<file path="src/rtl/tile_stream_reader_if.sv">
//------------------------------------------------------------------------------
// tile_stream_reader_if : sample stream from the tile reader to the DWT engine
// Revision : 1.0
//------------------------------------------------------------------------------
`default_nettype none

interface tile_stream_reader_if;
  logic [8:0] smp_data;
  logic       smp_vld;
  logic       smp_rdy;
  logic [1:0] smp_comp;
  logic       smp_sol;
  logic       smp_eot;

  modport master (
    output smp_data, smp_vld, smp_comp, smp_sol, smp_eot,
    input  smp_rdy
  );

  modport slave (
    input  smp_data, smp_vld, smp_comp, smp_sol, smp_eot,
    output smp_rdy
  );
endinterface

`default_nettype wire

</file>
<file path="src/rtl/tile_stream_reader.sv">
//------------------------------------------------------------------------------
// tile_stream_reader : drains a ping-pong tile bank into a plane-ordered sample
//                      stream; optional DC level shift via TSR_DC_SHIFT_EN
// Revision : 1.0
//------------------------------------------------------------------------------
`default_nettype none

module tile_stream_reader #(
  parameter int RD_LAT      = 1,
  parameter int PLANE_WORDS = 4096,
  parameter int NUM_PLANES  = 3
) (
  input  wire                  clk_dwt,
  input  wire                  rst,
  input  wire                  rst_syn,
  input  wire                  start,
  output logic [13:0]          addrb_o1,
  output logic [13:0]          addrb_o2,
  output logic                 enb_o1,
  output logic                 enb_o2,
  input  wire  [16:0]          doutb_o1,
  input  wire  [16:0]          doutb_o2,
  tile_stream_reader_if.master smp,
  output logic                 bank_free,
  output logic                 busy,
  output logic                 ovf_err
);

  localparam int              c_PW         = $clog2(2 * PLANE_WORDS);
  localparam logic [13:0]     c_LAST_ADDR  = 14'(PLANE_WORDS * NUM_PLANES - 1);
  localparam logic [c_PW-1:0] c_PLANE_LAST = c_PW'(2 * PLANE_WORDS - 1);
  localparam logic [1:0]      c_LAST_COMP  = 2'(NUM_PLANES - 1);

  typedef enum logic [1:0] {
    S_IDLE  = 2'd0,
    S_READ  = 2'd1,
    S_DRAIN = 2'd2,
    S_DONE  = 2'd3
  } state_t;

  state_t            r_state;
  state_t            w_state_nxt;
  logic              r_start_d;
  logic              r_pending;
  logic              r_ovf;
  logic              r_bank;
  logic [13:0]       r_addr;
  logic [RD_LAT-1:0] r_rd_pipe;
  logic [15:0]       r_fifo [4];
  logic [1:0]        r_wptr;
  logic [1:0]        r_rptr;
  logic [2:0]        r_cnt;
  logic [c_PW-1:0]   r_pcnt;
  logic [1:0]        r_comp;

  logic        w_rise;
  logic [2:0]  w_inflight;
  logic [3:0]  w_occ;
  logic        w_rd_go;
  logic        w_ret;
  logic [15:0] w_rdata;
  logic [15:0] w_head;
  logic        w_vld;
  logic        w_acc;
  logic        w_pop;
  logic        w_plane_end;
  logic        w_last_smp;
  logic [7:0]  w_byte;
  logic [8:0]  w_sdata;
  logic        w_unused;

  assign w_unused = ^{doutb_o1[16], doutb_o2[16]};

  assign w_rise = start & ~r_start_d;

  always_comb begin
    w_inflight = '0;
    for (int i = 0; i < RD_LAT; i++) begin
      w_inflight = w_inflight + {2'b00, r_rd_pipe[i]};
    end
  end

  // Reads in flight already own a FIFO slot, so the FIFO can never overflow.
  assign w_occ   = {1'b0, r_cnt} + {1'b0, w_inflight};
  assign w_rd_go = (r_state == S_READ) && (w_occ < 4'd4);
  assign w_ret   = r_rd_pipe[RD_LAT-1];
  assign w_rdata = r_bank ? doutb_o2[15:0] : doutb_o1[15:0];

  assign w_head      = r_fifo[r_rptr];
  assign w_vld       = (r_cnt != 3'd0);
  assign w_acc       = w_vld && smp.smp_rdy;
  assign w_pop       = w_acc && r_pcnt[0];
  assign w_plane_end = (r_pcnt == c_PLANE_LAST);
  assign w_last_smp  = w_plane_end && (r_comp == c_LAST_COMP);

  always_comb begin
    w_byte = r_pcnt[0] ? w_head[15:8] : w_head[7:0];
`ifdef TSR_DC_SHIFT_EN
    w_sdata = {1'b0, w_byte} - 9'd128;
`else
    w_sdata = {1'b0, w_byte};
`endif
  end

  assign enb_o1   = w_rd_go && !r_bank;
  assign enb_o2   = w_rd_go &&  r_bank;
  assign addrb_o1 = r_bank ? 14'd0 : r_addr;
  assign addrb_o2 = r_bank ? r_addr : 14'd0;

  assign smp.smp_vld  = w_vld;
  assign smp.smp_data = w_vld ? w_sdata : 9'd0;
  assign smp.smp_comp = w_vld ? r_comp : 2'd0;
  assign smp.smp_sol  = w_vld && (r_pcnt[6:0] == 7'd0);
  assign smp.smp_eot  = w_vld && w_last_smp;
  assign ovf_err      = r_ovf;

  always_ff @(posedge clk_dwt or negedge rst) begin
    if (!rst) begin
      r_state <= S_IDLE;
    end else if (rst_syn) begin
      r_state <= S_IDLE;
    end else begin
      r_state <= w_state_nxt;
    end
  end

  always_comb begin
    w_state_nxt = r_state;
    bank_free   = 1'b0;
    busy        = (r_state != S_IDLE);
    unique case (r_state)
      S_IDLE:  if (w_rise) w_state_nxt = S_READ;
      S_READ:  if (w_rd_go && (r_addr == c_LAST_ADDR)) w_state_nxt = S_DRAIN;
      S_DRAIN: if (w_acc && w_last_smp) w_state_nxt = S_DONE;
      S_DONE: begin
        bank_free   = 1'b1;
        w_state_nxt = (r_pending || w_rise) ? S_READ : S_IDLE;
      end
      default: w_state_nxt = S_IDLE;
    endcase
  end

  always_ff @(posedge clk_dwt or negedge rst) begin
    if (!rst) begin
      r_start_d <= 1'b0;
      r_pending <= 1'b0;
      r_ovf     <= 1'b0;
      r_bank    <= 1'b0;
      r_addr    <= '0;
      r_rd_pipe <= '0;
    end else if (rst_syn) begin
      r_start_d <= 1'b0;
      r_pending <= 1'b0;
      r_ovf     <= 1'b0;
      r_bank    <= 1'b0;
      r_addr    <= '0;
      r_rd_pipe <= '0;
    end else begin
      r_start_d <= start;
      // A start landing in DONE is folded into the immediate restart.
      if (r_state == S_DONE) begin
        r_pending <= r_pending && w_rise;
      end else if (w_rise && (r_state != S_IDLE)) begin
        if (r_pending) r_ovf <= 1'b1;
        else           r_pending <= 1'b1;
      end
      if (r_state == S_DONE) begin
        r_bank <= ~r_bank;
        r_addr <= '0;
      end else if (w_rd_go) begin
        r_addr <= r_addr + 14'd1;
      end
      r_rd_pipe[0] <= w_rd_go;
      for (int i = 1; i < RD_LAT; i++) begin
        r_rd_pipe[i] <= r_rd_pipe[i-1];
      end
    end
  end

  always_ff @(posedge clk_dwt) begin
    if (w_ret) r_fifo[r_wptr] <= w_rdata;
  end

  always_ff @(posedge clk_dwt or negedge rst) begin
    if (!rst) begin
      r_wptr <= '0;
      r_rptr <= '0;
      r_cnt  <= '0;
      r_pcnt <= '0;
      r_comp <= '0;
    end else if (rst_syn) begin
      r_wptr <= '0;
      r_rptr <= '0;
      r_cnt  <= '0;
      r_pcnt <= '0;
      r_comp <= '0;
    end else begin
      if (w_ret) r_wptr <= r_wptr + 2'd1;
      if (w_pop) r_rptr <= r_rptr + 2'd1;
      case ({w_ret, w_pop})
        2'b10:   r_cnt <= r_cnt + 3'd1;
        2'b01:   r_cnt <= r_cnt - 3'd1;
        default: r_cnt <= r_cnt;
      endcase
      // Plane/sample counters wrap to zero at end of tile, ready for the next.
      if (w_acc) begin
        if (w_plane_end) begin
          r_pcnt <= '0;
          r_comp <= w_last_smp ? 2'd0 : r_comp + 2'd1;
        end else begin
          r_pcnt <= r_pcnt + 1'b1;
        end
      end
    end
  end

endmodule

`default_nettype wire

</file>
<file path="src/flat_wrapper.sv">
// flat-port wrapper written by rule: the top's interface ports become plain ports
module tile_stream_reader_flat 
#(
  parameter int RD_LAT      = 1,
  parameter int PLANE_WORDS = 4096,
  parameter int NUM_PLANES  = 3
)
  (clk_dwt, rst, rst_syn, start, addrb_o1, addrb_o2, enb_o1, enb_o2, doutb_o1, doutb_o2, bank_free, busy, ovf_err, smp_smp_data, smp_smp_vld, smp_smp_comp, smp_smp_sol, smp_smp_eot, smp_smp_rdy);
  tile_stream_reader_if smp_i ();
  input  wire clk_dwt;
  input  wire rst;
  input  wire rst_syn;
  input  wire start;
  output logic [13:0] addrb_o1;
  output logic [13:0] addrb_o2;
  output logic enb_o1;
  output logic enb_o2;
  input  wire  [16:0] doutb_o1;
  input  wire  [16:0] doutb_o2;
  output logic bank_free;
  output logic busy;
  output logic ovf_err;
  output wire logic [$bits(smp_i.smp_data)-1:0] smp_smp_data;
  output wire logic [$bits(smp_i.smp_vld)-1:0] smp_smp_vld;
  output wire logic [$bits(smp_i.smp_comp)-1:0] smp_smp_comp;
  output wire logic [$bits(smp_i.smp_sol)-1:0] smp_smp_sol;
  output wire logic [$bits(smp_i.smp_eot)-1:0] smp_smp_eot;
  input wire logic [$bits(smp_i.smp_rdy)-1:0] smp_smp_rdy;
  assign smp_smp_data = smp_i.smp_data;
  assign smp_smp_vld = smp_i.smp_vld;
  assign smp_smp_comp = smp_i.smp_comp;
  assign smp_smp_sol = smp_i.smp_sol;
  assign smp_smp_eot = smp_i.smp_eot;
  assign smp_i.smp_rdy = smp_smp_rdy;
  tile_stream_reader #(.RD_LAT(RD_LAT), .PLANE_WORDS(PLANE_WORDS), .NUM_PLANES(NUM_PLANES)) u_core (.clk_dwt(clk_dwt), .rst(rst), .rst_syn(rst_syn), .start(start), .addrb_o1(addrb_o1), .addrb_o2(addrb_o2), .enb_o1(enb_o1), .enb_o2(enb_o2), .doutb_o1(doutb_o1), .doutb_o2(doutb_o2), .smp(smp_i), .bank_free(bank_free), .busy(busy), .ovf_err(ovf_err));
endmodule
</file>
<file path="config.mk">
export PLATFORM = sky130hd
export DESIGN_NAME = tile_stream_reader_flat
export DESIGN_NICKNAME = d
export VERILOG_FILES = /design/src/rtl/tile_stream_reader_if.sv /design/src/rtl/tile_stream_reader.sv /design/src/flat_wrapper.sv
export SDC_FILE = /design/constraint.sdc
export NUM_CORES = 1
export LEC_CHECK = 0
export CAP_MARGIN = 40
export CORE_MARGIN = 2
export CORE_UTILIZATION = 48
export CTS_CLUSTER_SIZE = 12
export DETAILED_ROUTE_END_ITERATION = 10
export PLACE_DENSITY_LB_ADDON = 0.15
export SLEW_MARGIN = 15
export SYNTH_ARGS = -nofsm -noshare
export SYNTH_HDL_FRONTEND = slang
export SYNTH_SLANG_ARGS = --single-unit
</file>
<file path="constraint.sdc">
create_clock -name clk_dwt -period 2.2 [get_ports clk_dwt]
set_input_delay 0.22 -clock clk_dwt [delete_from_list [all_inputs] [get_ports clk_dwt]]
set_output_delay 0.22 -clock clk_dwt [all_outputs]
set_load 0.02 [all_outputs]
</file>
* Word level (Yosys, flattened, before mapping)
Memory sizes are Yosys's and may differ from the RTL's.
Index checks and enable logic that the tools add are counted.
** Storage, ports and cells
- Memories kept :: 1
- RAM bits :: 64
- Register bits after elaboration :: 43
- ROM bits :: 0
- Output and inout bits :: 47
- Logic and storage cells :: 110
- Bits in latches :: 0
** Memories
- u_core.r_fifo :: depth 4, width 16, read ports 1, clocked after Yosys merged registers in 0, write ports 1, RTL line tile_stream_reader.sv:49 : logic [15:0] r_fifo [4];
** Cells by class
- Reductions and logical operators :: 31
- Mux-type cells :: 42
- Shift-type cells :: 0
- Eq/ne operators :: 12
- $lt $le $gt $ge :: 1
- $add $sub $neg :: 8
- Div/mod/pow operators :: 0
- Bitwise logic cells :: 3
- Multiply operators :: 0
** Operators with widths (number)
- 14-bit two-way mux :: 5
- 13-bit two-way mux :: 3
- 2-bit two-way mux :: 13
- 16-bit two-way mux :: 1
- 8-bit two-way mux :: 2
- 2-bit nonzero test :: 8
- 1-bit two-way mux :: 15
- 14-bit by 1-bit adder with 14-bit output (second input constant) :: 1
- 14-bit == test (second input constant) :: 1
- 13-bit by 1-bit adder with 13-bit output (second input constant) :: 1
- 13-bit == test (second input constant) :: 1
- 1-bit logical AND :: 12
- 3-bit nonzero test :: 4
- 2-bit == test (second input constant) :: 4
- 2-bit case mux with 4 select lines :: 1
- 7-bit logical NOT :: 1
- 2-bit by 1-bit adder with 2-bit output (second input constant) :: 3
- 3-bit by 2-bit inequality test with 1-bit output (second input constant) :: 2
- 3-bit case mux with 2 select lines :: 1
- 3-bit AND reduction :: 2
- 3-bit by 1-bit adder with 4-bit output :: 1
- 2-bit by 1-bit == test with 1-bit output (second input constant) :: 2
- 4-bit by 3-bit < comparator with 1-bit output (second input constant) :: 1
- 3-bit by 1-bit adder with 3-bit output (second input constant) :: 1
- other kinds (10) :: 11

* Logic depth before layout (Yosys ltp)
Gate-level depths: netlist of run 1.
- Depth in word-level cells :: 7
- Depth in mapped cells :: 8
- Mapped depth without buffers :: 7

* Least setup slack after synthesis of run 1
No wires, ideal clock.
- Path type :: reg2out
- From :: register u_core.r_pcnt[0]
- To :: output smp_smp_sol
- Cell stages (with the launch flop) :: 5
- Required time :: 1980 ps
- Data arrival time :: 1901 ps
- Setup slack :: 79 ps
- Path through :: dfrtp_1 > clkinv_1 > ha_1 > or4b_2 > nor4_1
** Between the ends
- Word-level cells in the longest chain between the ends :: 2
** RTL lines
- start, declared :: RTL line tile_stream_reader.sv:53 : logic [c_PW-1:0] r_pcnt;
- start signal, assigned :: RTL line tile_stream_reader.sv:211 : r_pcnt <= r_pcnt + 1'b1;
- 7-bit logical NOT :: RTL line tile_stream_reader.sv:113 : assign smp.smp_sol = w_vld && (r_pcnt[6:0] == 7'd0);
- 1-bit logical AND :: RTL line tile_stream_reader.sv:113
- end, declared :: RTL line flat_wrapper.sv:26 : output wire logic [$bits(smp_i.smp_sol)-1:0] smp_smp_sol;
No other way between the ends.

* Worst setup path after layout of run 1
- From :: register u_core.r_rptr[0]
- To :: output smp_smp_data[0]
** Between the ends
- Word-level cells in the longest chain between the ends :: 3
** RTL lines
- start, declared :: RTL line tile_stream_reader.sv:51 : logic [1:0] r_rptr;
- start signal, assigned :: RTL line tile_stream_reader.sv:199 : if (w_pop) r_rptr <= r_rptr + 2'd1;
- memory read 4 x 16 bit
- 8-bit two-way mux :: RTL line tile_stream_reader.sv:97 : w_byte = r_pcnt[0] ? w_head[15:8] : w_head[7:0];
- 8-bit two-way mux :: RTL line tile_stream_reader.sv:111 : assign smp.smp_data = w_vld ? w_sdata : 9'd0;
- end, declared :: RTL line flat_wrapper.sv:23 : output wire logic [$bits(smp_i.smp_data)-1:0] smp_smp_data;
No other way between the ends.

==> summary.txt, run 1 <==
area grow syn2layout -> 26.8%
Clock transition at path regs -> 0.10 ns
worst hold slack -> 0.337 ns
first-pass GRT wire length -> 17.0 mm
number of DRC markers in iteration 0 -> 130
Clock Tree Buf Depth -> 2
critical path cell sequence -> buf_4 > buf_12 > mux4_2 > nand2_1 > a21oi_1 > buf_2
R2R Path Start -> u_core.r_cnt[1]$_DFFE_PN0P_
Seq cells post-synth -> 107
Adder-Cell Fraction of Synth Area -> 3.04%
mux cell area share after synthesis -> 11.0%
Seq/Total Area, Yosys -> 57.9%
syn_nets -> 458
status -> finished clean
GRT Resource Usage Total -> 19.1%
residual DRC count -> 0
Final Wtd Congestion -> 0.730
worst-skew pair later-pin latency -> 0.38 ns
Reg2Reg Depth -> 8
minimum clock period -> 2.11 ns
compound-gate portion of the synthesized area -> 5.56%
core area -> 10,400 µm²
ANT nets after route -> 0
Critical path buffers and inverters -> 3
critical path's slowest cell -> mux4_2
fmax -> 473 MHz
I/O pin total -> 86
Psw -> 1.46 mW
vias in the first global route -> 3,446
total internal power -> 3.27 mW
wire per inst -> 16.2 µm
top post-synthesis cells by area -> edfxtp_1, dfrtp_1, mux4_2
Data arrival, critical path -> 1.89 ns
CP max stage delay -> 0.53 ns
CTS Buf Count -> 9
critical path data required time -> 1.98 ns
start point of the critical path -> u_core.r_rptr[0]$_DFFE_PN0P_
EDFF count, synth -> 64
TritonCTS Sinks -> 107
Via-to-Cell Ratio -> 5.30
HPWL Detailed -> 7.13 mm
starting density of the core -> 49.7%
Worst setup EP type -> output port
Mapped Area -> 5180 µm²
die width -> 108 µm
Max Cap Viol -> 0
die outline height -> 108 µm
Mapped Cells -> 407
cell family with most CP delay -> multiplexers
Critical Path Stages -> 6
DR pass1 iterations -> 6
sw frac -> 30.9%
CP Max Fanout -> 5
largest family of logic cells by synthesized area -> simple AND/OR/NAND/NOR gates
clock group share of total power -> 24.7%
layout cells sized above 1 -> 20.5%
nets@finish -> 564
top-count cell post-synth -> edfxtp_1
Logic pwr share -> 25.4%
sequential share of power -> 50.0%
Synth Warn # -> 0
die area -> 11,600 µm²
clock skew -> 0.0145 ns
fillers -> 832
Synth top area share -> 37.1%
final hold vios -> 0
initial antenna violation count -> 0
WL final -> 10.6 mm
Max VDD drop -> 0.439 mV
via count -> 3,465
simple-gate area share of the yosys netlist -> 15.6%
Congestion Overflow GR -> 0
leak pwr -> 2.54 nW
Avg Cell Area, Syn -> 12.7 µm²
final setup fails -> 0
row count -> 37
library cells used by synthesis -> 53
htree depth -> 3
final core utilization -> 63.0%
setup TNS -> 0 ns
Synth Flop Type -> edfxtp_1
port bufs -> 82
CTS tree -> built
Total Power -> 4.73 mW
asr flop ratio synth -> 40.2%
largest net degree at the start of global routing -> 25
post-synth top area cell -> edfxtp_1
RSZ-0062 raised after global routing -> true
WS Path Type -> reg2out
Ant. Diodes -> 0
crit share post-route -> 96.1%
Cell Pwr Density -> 721 nW/µm²
Slew Limit Fails -> 0
CP Launch Type -> register
Post-Synth XOR/XNOR Area -> 4.40%
Root Driver -> clkbuf_8
min-delay worst type -> in2async
Post-synth top cells -> edfxtp_1, dfrtp_1, nor2_1, nand2_1, a21oi_1
-- area by class of cell --
cell class | instances | area [µm²] | area share [%]
inverter | 11 | 41.3 | 0.629
multi-input combinational | 269 | 2090 | 31.9
clock inverter | 7 | 63.8 | 0.972
tap | 136 | 170 | 2.59
timing repair buffer | 115 | 1070 | 16.4
sequential | 107 | 3000 | 45.7
clock buffer | 9 | 124 | 1.89
-- power by group through the flow --
stage               clock (mW)  sequential [mW]  combinational (mW)
global placement             0             2.40                1.18
CTS                       1.20             2.36                1.20
global route              1.28             2.38                1.32
detailed placement           0             2.40                1.21
floorplan                    0             2.40               0.725
finish                    1.17             2.36                1.20
-- layer usage --
metal,global-route usage [%],up-vias,routed length [µm]
met4,4.95,0,117
met5,0,-,0
met1,24.4,1714,4630
li1,-,1672,-
met2,33.0,68,5440
met3,4.24,11,389
-- state kept, by name (all words and copies together) (netlist names) --
register / flops
u_core.r_state: 2
u_core.r_comp: 2
u_core.r_start_d: 1
u_core.r_pending: 1
u_core.ovf_err: 1
u_core.r_rd_pipe: 1
u_core.r_pcnt: 13
u_core.r_wptr: 2
u_core.r_addr: 14
u_core.r_rptr: 2
u_core.r_bank: 1
u_core.r_cnt: 3
u_core.r_fifo: 64
-- cells by family (layout without fill, tap and decap cells) --
logic type / Yosys count / after routing
xor gates and xnor gates: 26 / 26
DFF: 107 / 107
and+or+nand+nor: 152 / 152
muxes: 35 / 35
adders and majority gates: 12 / 12
other: 1 / 1
buffers and inverters: 31 / 142
AOI/OAI and AO/OA: 43 / 43
-- per-stage QoR --
step,instances,worst slack [ns],cell area [µm²]
after global routing,654,-0.0123,6570
after floorplan,407,0.0786,5180
after CTS,653,-0.0132,6510
final,654,0.0861,6570
after detailed placement,633,-0.105,6300
after global placement,633,-0.0737,6300
-- repair_timing --
item / CTS / global route
resized for setup: 45 / 13
cloned: 1 / 1
pin swaps: 1 / 1
hold buffers: 1 / 0
setup endpoints to repair: 15 / 8
endpoints found under the hold margin: 20 / 0
buffers inserted: 2 / 0
-- layout by cell type, fill, tap and decap left out, types with 5 or more instances in the layout --
cell type	count
nand3_1	9
and3_1	5
inv_1	9
xnor2_1	9
clkdlybuf4s50_1	69
mux2_2	16
dfrtp_1	43
or3_1	6
nand4_1	5
buf_4	29
nor2_1	39
buf_2	9
xor2_1	17
a21oi_1	21
edfxtp_1	64
clkbuf_8	9
and2_1	20
nor2b_1	15
o21ai_0	10
mux4_2	16
ha_1	11
nand2_1	30
-- final timing paths --
check                                               endpoint  slack (ns)
worst max-delay path                         smp_smp_data[0]        0.09
worst min-delay path            u_core.r_pcnt[9]$_DFFE_PN0P_        0.34
worst max register to register   u_core.r_cnt[2]$_DFFE_PN0P_        0.11
worst min register to register    u_core.ovf_err$_DFFE_PN0P_        0.50
max in group asynchronous        u_core.r_cnt[1]$_DFFE_PN0P_        1.16
min in group clk_dwt              u_core.r_start_d$_DFF_PN0_        0.42
(Power assumes the default switching activity.)
==> run 2: changes to the inputs <==
Settings changed: CAP_MARGIN 40 to default.
==> results of run 2 <==
No change in the layout: final DEF, timing and power equal those of run 1.
==> run 3: changes to the inputs <==
Settings changed: CORE_ASPECT_RATIO from default to 2.
==> run 3 against run 2 <==
Total power is 7.4% higher; fmax decreased by 1.0%; core utilization is 0.068 points higher; wire length increased by 0.38%; clock skew down 0.0074 ns; non-clock buffer count up 2; register-to-register slack gained 0.02 ns; cell count is 0.46% higher; cell area increased by 1.3%; largest cell class unchanged; highest routed layer unchanged.
==> summary.txt, run 3 (synthesis results as in run 1) <==
WL final -> 10.6 mm
residual DRC count -> 0
nets@finish -> 566
layout cells sized above 1 -> 20.2%
Data arrival, critical path -> 1.92 ns
first-pass GRT wire length -> 17.5 mm
fillers -> 817
area grow syn2layout -> 28.5%
starting density of the core -> 49.1%
minimum clock period -> 2.14 ns
CP Max Fanout -> 9
TritonCTS Sinks -> 107
Via-to-Cell Ratio -> 5.28
leak pwr -> 2.59 nW
die outline height -> 151 µm
CTS Buf Count -> 9
largest net degree at the start of global routing -> 29
Clock transition at path regs -> 0.07 ns
die width -> 77.4 µm
Congestion Overflow GR -> 0
Root Driver -> clkbuf_16
critical path data required time -> 1.98 ns
final core utilization -> 63.1%
commonest non-fill, non-tap cell in the layout -> clkdlybuf4s50_1
max FFs per register -> 64
CTS tree -> built
Clock Tree Buf Depth -> 2
biggest regs -> u_core.r_fifo x64, u_core.r_addr x14, u_core.r_pcnt x13
Slew Limit Fails -> 0
row count -> 53
Ant. Diodes -> 0
final setup fails -> 0
status -> finished clean
fmax -> 468 MHz
clock skew -> 0.00711 ns
RSZ-0062 raised after global routing -> false
WS Path Type -> reg2out
DR pass1 iterations -> 4
number of DRC markers in iteration 0 -> 189
via count -> 3,470
Max VDD drop -> 0.647 mV
CP Launch Type -> register
Total Power -> 5.08 mW
Final Wtd Congestion -> 0.844
most frequent cells in the layout -> clkdlybuf4s50_1, edfxtp_1, dfrtp_1, nor2_1, buf_4
htree depth -> 3
wire per inst -> 16.2 µm
die area -> 11,700 µm²
I/O pin total -> 86
final hold vios -> 0
worst-skew pair later-pin latency -> 0.35 ns
GRT Resource Usage Total -> 19.6%
port bufs -> 82
initial antenna violation count -> 0
vias in the first global route -> 3,529
crit share post-route -> 97.1%
min-delay worst type -> in2async
Max Cap Viol -> 0
Worst setup EP type -> output port
ANT nets after route -> 0
core area -> 10,500 µm²
Cell Pwr Density -> 764 nW/µm²
HPWL Detailed -> 7.72 mm
Reg with most FFs -> u_core.r_fifo
## run 3: metal layers
layer / track usage (%) / part of all wire [%] / vias up
met1: 21.2 / 38 / 1708
li1: - / - / 1674
met2: 37.6 / 58 / 74
met3: 3.40 / 2.8 / 14
met5: 0 / 0 / -
met4: 7.05 / 1.6 / 0
## run 3: report_power, final
group,switching [mW],leakage [nW],internal (mW)
Sequential,0.0855,1.17,2.29
Combinational,0.653,1.28,0.523
Clock,0.742,0.135,0.785
## run 3: final timing paths
check | startpoint | end | slack [ns] | cells past startpoint
setup / recovery | u_core.r_rptr[0]$_DFFE_PN0P_ | smp_smp_data[6] | 0.06 | 6
hold / removal | rst | u_core.r_addr[3]$_DFFE_PN0P_ | 0.36 | 2
setup reg to reg | u_core.r_state[1]$_DFFE_PN0P_ | u_core.r_state[0]$_DFFE_PN0P_ | 0.13 | 7
hold reg to reg | u_core.ovf_err$_DFFE_PN0P_ | u_core.ovf_err$_DFFE_PN0P_ | 0.52 | 2
max in group asynchronous | rst | u_core.r_rptr[0]$_DFFE_PN0P_ | 1.27 | 3
min in group clk_dwt | start | u_core.r_start_d$_DFF_PN0_ | 0.45 | 2
## run 3: cell type report
type	count	area, µm²	area share (%)
multi-input combinational	269	2060	31.0
sequential	107	3000	45.1
timing repair buffer	117	1090	16.4
clock inverter	7	60.1	0.903
inverter	11	41.3	0.621
tap	137	171	2.58
clock buffer	9	225	3.39
## run 3: repair_timing
item	in CTS	in global routing
cloned	0	1
endpoints found under the setup margin	12	17
resized for setup	26	16
hold buffers	1	0
pin swaps	0	1
buffers inserted	3	2
hold endpoints to repair	20	0
## run 3: metrics by stage
| step | area, µm² | hold slack, ns | setup TNS, ns | setup slack, ns | std cells |
|---|---|---|---|---|---|
| after global placement | 6300 | 0.213 | -0.0188 | -0.0188 | 634 |
| after CTS | 6590 | 0.386 | 0 | 0.000969 | 654 |
| after detailed placement | 6300 | 0.221 | -0.0316 | -0.0316 | 634 |
| after global routing | 6650 | 0.429 | 0 | 0.000270 | 657 |
| after floorplan | 5180 | -0.0756 | 0 | 0.0786 | 407 |
| final | 6650 | 0.363 | 0 | 0.0644 | 657 |
## run 3: critical path, stage by stage (launching register included)
cell and delay, ns:
dfrtp_2 0.41, buf_12 0.16, buf_4 0.12, mux4_2 0.54, nand2_1 0.10, a21oi_1 0.08
buf_2 0.16
